--- config.mk ---
export PLATFORM = sky130hd
export DESIGN_NAME = fx3_wr_scheduler
export DESIGN_NICKNAME = d
export VERILOG_FILES = /design/src/rtl/fx3_wr_scheduler.sv
export SDC_FILE = /design/constraint.sdc
export NUM_CORES = 1
export LEC_CHECK = 0
export CAP_MARGIN = 25
export CORE_UTILIZATION = 46
export CTS_CLUSTER_SIZE = 28
export DETAILED_ROUTE_END_ITERATION = 8
export PLACE_DENSITY = 0.8
export SLEW_MARGIN = 20
export SYNTH_ARGS = -nofsm -noshare
export SYNTH_HDL_FRONTEND = slang
export SYNTH_SLANG_ARGS = --single-unit
--- constraint.sdc ---
create_clock -name clk -period 2.8 [get_ports clk]
set_input_delay 0.28 -clock clk [delete_from_list [all_inputs] [get_ports clk]]
set_output_delay 0.28 -clock clk [all_outputs]
set_load 0.01 [all_outputs]
--- src/rtl/fx3_wr_scheduler.sv ---
`default_nettype none
// +--------------------------------------------------------------------------+
// | Module      : fx3_wr_scheduler                                           |
// | Description : Round-robin write scheduler sharing the FX3 slave-FIFO     |
// |               bus between N_SRC streaming sources. Source i writes to    |
// |               socket faddr = i. Each socket keeps its own packet         |
// |               position; full packets auto-commit, partial packets are    |
// |               committed with pktend_n on a flush request.                |
// | Optional    : FX3_WR_SCHED_ZLP_EN - when defined, a flush with an empty  |
// |               packet sends a zero-length packet (pktend_n, no slwr_n).   |
// |               When undefined, such a flush is acknowledged in IDLE with  |
// |               no bus activity.                                           |
// | Ports       : clk, reset        - clock / sync active-high reset         |
// |               src_data/valid/ready, src_flush/src_flush_ack - sources    |
// |               flag_rdy, flag_wm - FX3 flags A/B (registered once)        |
// |               fdata_o, fdata_oe, faddr, slwr_n, pktend_n,                |
// |               slcs_n, sloe_n, slrd_n - FX3 pins                          |
// |               busy, cur_src     - status                                 |
// | Revision    : 1.0 - initial release                                      |
// +--------------------------------------------------------------------------+
module fx3_wr_scheduler #(
  parameter int N_SRC     = 2,
  parameter int DW        = 32,
  parameter int BURST_LEN = 1024,
  parameter int FLAG_LAT  = 3,
  parameter int TURN      = 4
) (
  input  logic                clk,
  input  logic                reset,
  input  logic [N_SRC*DW-1:0] src_data,
  input  logic [N_SRC-1:0]    src_valid,
  output logic [N_SRC-1:0]    src_ready,
  input  logic [N_SRC-1:0]    src_flush,
  output logic [N_SRC-1:0]    src_flush_ack,
  input  logic                flag_rdy,
  input  logic                flag_wm,
  output logic [DW-1:0]       fdata_o,
  output logic                fdata_oe,
  output logic [1:0]          faddr,
  output logic                slwr_n,
  output logic                pktend_n,
  output logic                slcs_n,
  output logic                sloe_n,
  output logic                slrd_n,
  output logic                busy,
  output logic [1:0]          cur_src
);

  localparam int CW   = (BURST_LEN > 1) ? $clog2(BURST_LEN) : 1;
  localparam int SW   = (N_SRC > 1) ? $clog2(N_SRC) : 1;
  localparam int TMAX = (FLAG_LAT > TURN) ? FLAG_LAT : TURN;
  localparam int TW   = $clog2(TMAX + 1);

  localparam logic [CW-1:0] C_CNT_LAST = CW'(BURST_LEN - 1);
  localparam logic [TW-1:0] C_ADDR_TMR = TW'(FLAG_LAT - 1);
  localparam logic [TW-1:0] C_TURN_TMR = TW'(TURN - 1);

  typedef enum logic [2:0] {
    ST_IDLE      = 3'd0,
    ST_ADDR      = 3'd1,
    ST_WAIT_FLAG = 3'd2,
    ST_WRITE     = 3'd3,
    ST_PKTEND    = 3'd4,
    ST_TURN      = 3'd5
  } state_t;

  state_t           r_state;
  logic [SW-1:0]    r_cur;
  logic [SW-1:0]    r_rr;
  logic [CW-1:0]    r_cnt [N_SRC];
  logic [TW-1:0]    r_tmr;
  logic             r_flag_rdy_d;
  logic             r_flag_wm_d;
  logic [DW-1:0]    r_fdata;
  logic [1:0]       r_faddr;
  logic             r_slwr_n;
  logic             r_pktend_n;
  logic [N_SRC-1:0] r_flush_ack;

  logic [N_SRC-1:0] w_req;
  logic             w_gnt_vld;
  logic [SW-1:0]    w_gnt;
  logic             w_idle_ack;
  logic             w_cur_valid;
  logic             w_cur_flush;
  logic [CW-1:0]    w_cur_cnt;
  logic             w_cnt_zero;
  logic             w_cnt_last;
  logic [DW-1:0]    w_cur_data;
  logic             w_accept;

  // A flush that was just acknowledged is masked for one cycle so the
  // source has time to drop its level request before it is seen again.
  assign w_req       = src_valid | (src_flush & ~r_flush_ack);

  assign w_cur_valid = src_valid[r_cur];
  assign w_cur_flush = src_flush[r_cur];
  assign w_cur_cnt   = r_cnt[r_cur];
  assign w_cnt_zero  = (w_cur_cnt == '0);
  assign w_cnt_last  = (w_cur_cnt == C_CNT_LAST);
  assign w_cur_data  = src_data[r_cur*DW +: DW];

  // The counter wraps at BURST_LEN, so it is always below BURST_LEN here.
  // Reset gating keeps a word from being handed over on a reset edge.
  assign w_accept = (r_state == ST_WRITE) & w_cur_valid & r_flag_wm_d & ~reset;

  // Empty-packet flush handled directly in IDLE when ZLPs are not sent.
`ifdef FX3_WR_SCHED_ZLP_EN
  assign w_idle_ack = 1'b0;
`else
  assign w_idle_ack = ~src_valid[w_gnt] & src_flush[w_gnt] & (r_cnt[w_gnt] == '0);
`endif

  // Round-robin pick: first requester starting at rr+1. Iterating from the
  // farthest candidate down lets the nearest one win by last assignment.
  always_comb begin
    w_gnt_vld = 1'b0;
    w_gnt     = '0;
    for (int k = N_SRC; k >= 1; k--) begin
      if (w_req[(int'(r_rr) + k) % N_SRC]) begin
        w_gnt_vld = 1'b1;
        w_gnt     = SW'((int'(r_rr) + k) % N_SRC);
      end
    end
  end

  always_comb begin
    src_ready        = '0;
    src_ready[r_cur] = w_accept;
  end

  always_ff @(posedge clk) begin
    if (reset) begin
      r_state      <= ST_IDLE;
      r_cur        <= '0;
      r_rr         <= '0;
      r_tmr        <= '0;
      r_flag_rdy_d <= 1'b0;
      r_flag_wm_d  <= 1'b0;
      r_fdata      <= '0;
      r_faddr      <= '0;
      r_slwr_n     <= 1'b1;
      r_pktend_n   <= 1'b1;
      r_flush_ack  <= '0;
      for (int i = 0; i < N_SRC; i++) begin
        r_cnt[i] <= '0;
      end
    end else begin
      r_flag_rdy_d <= flag_rdy;
      r_flag_wm_d  <= flag_wm;
      r_slwr_n     <= 1'b1;
      r_pktend_n   <= 1'b1;
      r_flush_ack  <= '0;

      // Accepted word goes to the pins on the next cycle.
      if (w_accept) begin
        r_fdata      <= w_cur_data;
        r_slwr_n     <= 1'b0;
        r_cnt[r_cur] <= w_cnt_last ? '0 : w_cur_cnt + CW'(1);
      end

      case (r_state)
        ST_IDLE: begin
          if (w_gnt_vld && w_idle_ack) begin
            r_flush_ack[w_gnt] <= 1'b1;
          end else if (w_gnt_vld) begin
            r_cur   <= w_gnt;
            r_faddr <= 2'(w_gnt);
            r_tmr   <= C_ADDR_TMR;
            r_state <= ST_ADDR;
          end
        end

        ST_ADDR: begin
          if (r_tmr == '0) begin
            r_state <= ST_WAIT_FLAG;
          end else begin
            r_tmr <= r_tmr - TW'(1);
          end
        end

        ST_WAIT_FLAG: begin
`ifdef FX3_WR_SCHED_ZLP_EN
          if (r_flag_rdy_d && w_cur_flush && !w_cur_valid && w_cnt_zero) begin
            r_pktend_n         <= 1'b0;
            r_flush_ack[r_cur] <= 1'b1;
            r_state            <= ST_PKTEND;
          end else
`endif
          if (r_flag_rdy_d && r_flag_wm_d) begin
            r_state <= ST_WRITE;
          end else if (w_cur_flush && !w_cur_valid && !w_cnt_zero) begin
            r_pktend_n         <= 1'b0;
            r_flush_ack[r_cur] <= 1'b1;
            r_cnt[r_cur]       <= '0;
            r_state            <= ST_PKTEND;
          end
        end

        ST_WRITE: begin
          if (w_accept && w_cnt_last) begin
            // Full packet: FX3 commits it on its own.
            r_tmr   <= C_TURN_TMR;
            r_state <= ST_TURN;
          end else if (!r_flag_wm_d) begin
            r_tmr   <= C_TURN_TMR;
            r_state <= ST_TURN;
          end else if (!w_cur_valid && w_cur_flush && !w_cnt_zero) begin
            // The last word is on the pins this cycle; pktend follows it.
            r_pktend_n         <= 1'b0;
            r_flush_ack[r_cur] <= 1'b1;
            r_cnt[r_cur]       <= '0;
            r_state            <= ST_PKTEND;
          end else if (!w_cur_valid) begin
            r_tmr   <= C_TURN_TMR;
            r_state <= ST_TURN;
          end
        end

        ST_PKTEND: begin
          r_tmr   <= C_TURN_TMR;
          r_state <= ST_TURN;
        end

        ST_TURN: begin
          if (r_tmr == '0) begin
            r_rr    <= r_cur;
            r_state <= ST_IDLE;
          end else begin
            r_tmr <= r_tmr - TW'(1);
          end
        end

        default: begin
          r_state <= ST_IDLE;
        end
      endcase
    end
  end

  assign fdata_o       = r_fdata;
  assign fdata_oe      = ~r_slwr_n;
  assign faddr         = r_faddr;
  assign slwr_n        = r_slwr_n;
  assign pktend_n      = r_pktend_n;
  assign src_flush_ack = r_flush_ack;
  assign slcs_n        = 1'b0;
  assign sloe_n        = 1'b1;
  assign slrd_n        = 1'b1;
  assign busy          = (r_state != ST_IDLE);
  assign cur_src       = 2'(r_cur);

endmodule
`default_nettype wire

Word level (Yosys, flattened, before mapping):

Memory sizes are Yosys's and may differ from the RTL's. A register that Yosys moved wholly into a read port is not among the register bits.
Cells that the tools add are included.

* flip-flop bits (word level): 46
* bits in writable memories: 20
* input port bits: 72
* logic and storage cells: 151
* memories kept: 1

Memories
* r_cnt: words 2, width 10, read ports 2, clocked after Yosys merged registers in 1, wr ports 2, RTL line 70 `logic [CW-1:0] r_cnt [N_SRC];`

* add/subtract/negate cells: 4
* $lt $le $gt $ge: 6
* equality and inequality tests: 15
* shift-type cells: 1
* muxes and demuxes: 76
* bitwise operators: 17
* reductions and logical operators: 21

Operators with widths (number)
* $shiftx 64x7->32: 1
* $mux 3: 17
* $mux 1: 44
* $mux 10: 4
* $logic_not 10->1: 2
* $pmux 3 s6: 1
* $pmux 3 s4: 1
* $reduce_and 6->1: 2
* $add 10x1->10 const B: 1
* $eq 10x10->1 const B: 1
* $mux 2: 5
* $ne 2x2->1 const B: 5
* $reduce_or 10->1: 1
* $ne 4x3->1 const B: 2
* $logic_and 1x1->1: 7
* $eq 3x2->1 const B: 2
* $eq 3x3->1 const B: 2
* $logic_not 3->1: 2
* $lt 2x3->1 const B: 2
* $pmux 2 s3: 1
* $and 1x1->1: 5
* $ne 5x3->1 const B: 1
* $and 2x2->2: 2
* $lt 1x2->1 const B: 2
* 18 further kinds: 27

Logic depth before layout (Yosys ltp):

* word-level depth: 18
* depth in mapped cells: 11
* depth with buffers taken out: 9

Least setup slack after synthesis:

OpenSTA, ideal clock, no wires.

* path type: reg-to-reg
* start point: reg (tool-made name)
* end point: mem r_cnt[1][0] (netlist bit) (enable)
* arrival time: 2.101 ns
* data required time: 2.482 ns
* setup slack: 0.381 ns
* stages on the path, launching flop included: 10
* buffers on the path: 2
* period minus slack after synthesis: 2.419 ns
* cell sequence: dfxtp_1 -> buf_6 -> mux2i_1 -> ha_1 -> nand2b_1 -> o221ai_4 -> nor2_2 -> o211ai_1 -> buf_2 -> nand2_1

RTL lines (RTL line)
* to (decl): 70

Final worst setup path:

* start point: reg r_state[1]
* end point: out src_ready[0]

* cells in the longest elaborated chain, start to end: 5

Ends and longest elaborated chain
* from (decl): RTL line 67 `state_t r_state;`
* from (signal assigned): RTL line 134 `r_state <= ST_IDLE;`
* from (signal assigned): RTL line 170 `r_state <= ST_ADDR;`
* from (signal assigned): RTL line 176 `r_state <= ST_WAIT_FLAG;`
* $eq 3x2->1: RTL line 105 `assign w_accept = (r_state == ST_WRITE) & w_cur_valid & r_flag_wm_d & ~reset;`
* $and 1x1->1 (3 in a row): RTL line 105
* $and 2x2->2 (no line)
* to (decl): RTL line 32 `output logic [N_SRC-1:0] src_ready,`

No other way between the ends.

==> results.py <==
metrics = {
    "clocking": {
        "clk_latency_ps": 340,
        "clkSinkCount": 67,
        "cts_htree_levels": 3,
        "ctsHoldBuffers": 0,
        "cts_resized": 0,
        "root_buffer": "clkbuf_8",
        "cts_buffers": 9,
        "max-clock-path-buffers": 2,
        "path_clk_slew_ps": 70,
        "cts_tree": "yes",
        "post_cts_buffers": 0,
    },
    "final_layout": {
        "utilization_pct": 67.0,
        "n_antenna_cell": 0,
        "fillers": 601,
        "syn2layout_area_growth_pct": 38.3,
        "drive_above_1_share_pct": 8.90,
        "fin_nets": 555,
        "stdcell_area_um2": 4960,
    },
    "yosys": {
        "synthDistinctLibCells": 55,
        "yosys_register_bits": 67,
        "ys.flop_type": "dfxtp_1",
        "synth_seq_area_share_pct": 43.0,
        "synth_edf_count": 20,
        "synthArstFlopShare_pct": 0,
        "yosysWarnings": 0,
        "syn_area_per_cell_um2": 9.54,
        "synth_top_area_share_pct": 26.2,
        "synth_cells": 376,
        "synth.area.top_cells": "dfxtp_1 (26%), edfxtp_1 (17%), mux2i_1 (12%)",
        "yosysTopAreaCell": "dfxtp_1",
        "synth_area_um2": 3590,
    },
    "die": {
        "io_pins": 119,
        "dieHeight_um": 90.3,
        "die-area_um2": 8150,
        "num_rows": 31,
        "initial_core_util_pct": 48.4,
        "fp.dieW_um": 90.3,
        "coreArea_um2": 7410,
    },
    "sta": {
        "slew_headroom_pct": 39.1,
        "worst_pin_slew_ps": 908,
        "tns_ps": 0,
        "rsz0062_at_grt": "no",
        "clock_skew_ps": 11.7,
        "period_minus_slack_ps": 2560,
        "fmax_mhz": 390,
        "drv_slew": 0,
        "setup_viol": 0,
        "hold_violations": 0,
        "period_share_pct": 91.5,
    },
    "worst_setup_path": {
        "r2r_end": "r_cnt[1][6]",
        "critPathKind": "register to output port",
        "rr_worst_depth": 8,
        "startpoint": "r_state[1]",
        "required_ps": 2520,
        "critPathBufInv": 1,
        "end_kind": "output port",
        "cp_slowest_cell": "clkdlybuf4s50_1",
        "crit_chain": "nor2b_1, nand3_1, nor2_4, nand2_1, nor2_1, clkdlybuf4s50_1",
        "r2r_slack_ps": 310,
        "crit_family": "simple AND/OR/NAND/NOR gates",
        "slowest_delay_ps": 540,
        "arrival_ps": 2280,
        "critPathMaxFanout": 10,
        "cp-start-kind": "register",
    },
    "placed_design": {
        "portBuffers": 113,
        "routabilityCongestion": 0.879,
        "place_area_um2": 4750,
        "place.detailed.hpwl_mm": 6.93,
    },
    "drt": {
        "drt-vias-per-instance": 5.44,
        "route.detailed.drc": 0,
        "dr.pass1.iters": 4,
        "wire_per_inst_um": 15.7,
        "drtAntennaViolNets": 0,
        "dr_total_vias": 3165,
        "drt_first_iter_violations": 180,
        "wl_mm": 9.12,
    },
    "hold_path": {
        "hp-start": "r_tmr[0]",
        "holdPathStages": 2,
        "holdPathEnd": "r_tmr[0]",
        "hold_class": "register to register",
    },
    "run_status": {
        "status": "complete, no violations",
    },
    "global_route": {
        "first_global_vias": 3208,
        "gr-usage-all-layers_pct": 23.6,
        "grt_first_pass_wirelength_mm": 15.4,
        "grt_max_degree": 64,
        "antenna_found_initial": 0,
        "grt_overflow": 0,
    },
    "power_and_ir_drop": {
        "vdd_drop_max_mv": 0.293,
        "p_int_uw": 2060,
        "p_per_area_nw_per_um2": 616,
        "finalPower_uw": 3060,
        "swShare_pct": 32.7,
        "power_leakage_uw": 0.00174,
        "p_sw_uw": 999,
        "pwr-share-clk_pct": 27.4,
        "power.share.combinational_pct": 34.9,
        "power_frac_seq_pct": 37.7,
    },
    "flow_run": {
        "maxCapViolCount": 0,
    },
}
## cells in the final DEF, fill, tap and decap left out, types with 3 or more instances in the layout
master           instances
conb_1                   5
xnor2_1                  4
clkdlybuf4s50_1        113
ha_1                     4
a211oi_1                32
nand2_1                 16
nor2b_1                  5
nand3_1                  8
a21o_1                   4
mux2i_1                 44
nor3_1                  14
nand3b_1                 4
edfxtp_1                20
nand2b_1                10
nor2_1                  47
a21oi_1                 12
o21ai_0                  7
dfxtp_1                 46
nor4_1                  10
clkbuf_8                11
mux2_2                   3
buf_4                   10
o211ai_1                 3
inv_1                   12
## cells in the mapped netlist, types with 8 or more instances
| library cell | instances |
|---|---|
| inv_1 | 12 |
| nor2_1 | 47 |
| clkbuf_1 | 15 |
| a21oi_1 | 12 |
| mux2i_1 | 44 |
| a211oi_1 | 32 |
| nand2_1 | 16 |
| dfxtp_1 | 47 |
| nor4_1 | 10 |
| edfxtp_1 | 20 |
| nor3_1 | 14 |
| nand2b_1 | 10 |
| buf_4 | 9 |
| nand3_1 | 8 |
## stage by stage
step	worst slack [ps]	hold slack (ps)	cells
2_1_floorplan	381	408	379
3_3_place_gp	278	448	567
3_5_place_dp	139	479	567
4_1_cts	226	489	582
5_1_grt	68.7	500	582
6_report	237	482	582
## power by group through the flow
stage / sequential, uW / clock, uW / combinational (uW)
floorplan: 1130 / 0 / 823
global placement: 1170 / 0 / 1040
detailed placement: 1170 / 0 / 1070
CTS: 1150 / 847 / 1070
global route: 1170 / 886 / 1170
finish: 1150 / 837 / 1070
## worst reg2reg max path, stage by stage, from the launching register on
cell and delay (ps):
dfxtp_1 400, mux2i_1 430, ha_1 240, nand2_1 100, o221ai_4 220, buf_4 200
nor2_2 60, o211ai_1 200, nand2_1 300
## state kept, by name, summed over array words and instances, names as in the netlist, named ones only
signal and count:
r_state 3, fdata_o 32, r_flag_rdy_d 1, src_flush_ack 2, faddr 1, slwr_n 1, pktend_n 1, r_rr 1
r_flag_wm_d 1, r_tmr 3, r_cnt 20
## routing by layer
metal  GRT usage (%)  part of all wire, %
met1            27.3                   39
met2            40.2                   49
met3            7.32                  9.8
met4            10.2                  2.1
met5               0                    0
## cell families (layout without fill, tap and decap cells)
group,count (synthesis),in the layout,share of synthesized area (%)
compound gates,79,79,17.1
xor+xnor,6,6,1.46
fa+ha+maj,4,4,1.40
buf+inv,46,150,6.52
flops,67,67,43.0
mux,47,47,13.2
other cells,2,5,0.209
simple gates,125,125,17.2
## area by class of cell
cell class / count / area [um^2] / area share [%]
inverters: 12 / 45.0 / 0.908
repair buffers: 123 / 1210 / 24.3
well taps: 99 / 124 / 2.50
flip-flops and latches: 67 / 1540 / 31.1
clock buffers: 13 / 201 / 4.06
multi-input cells: 266 / 1830 / 36.8
clock inverters: 2 / 13.8 / 0.277
## worst max-delay path by stage
stage / endpoint / slack (ps) / cells past startpoint
after CTS: src_ready[0] / 230 / 6
after global routing: src_ready[0] / 70 / 6
after global placement: r_cnt[0][9] / 280 / 7
after floorplan: r_cnt[1][0] / 380 / 9
after detailed placement: r_cnt[0][9] / 140 / 7
final: src_ready[0] / 240 / 6
No activity file was read; power rests on OpenSTA's default activity.
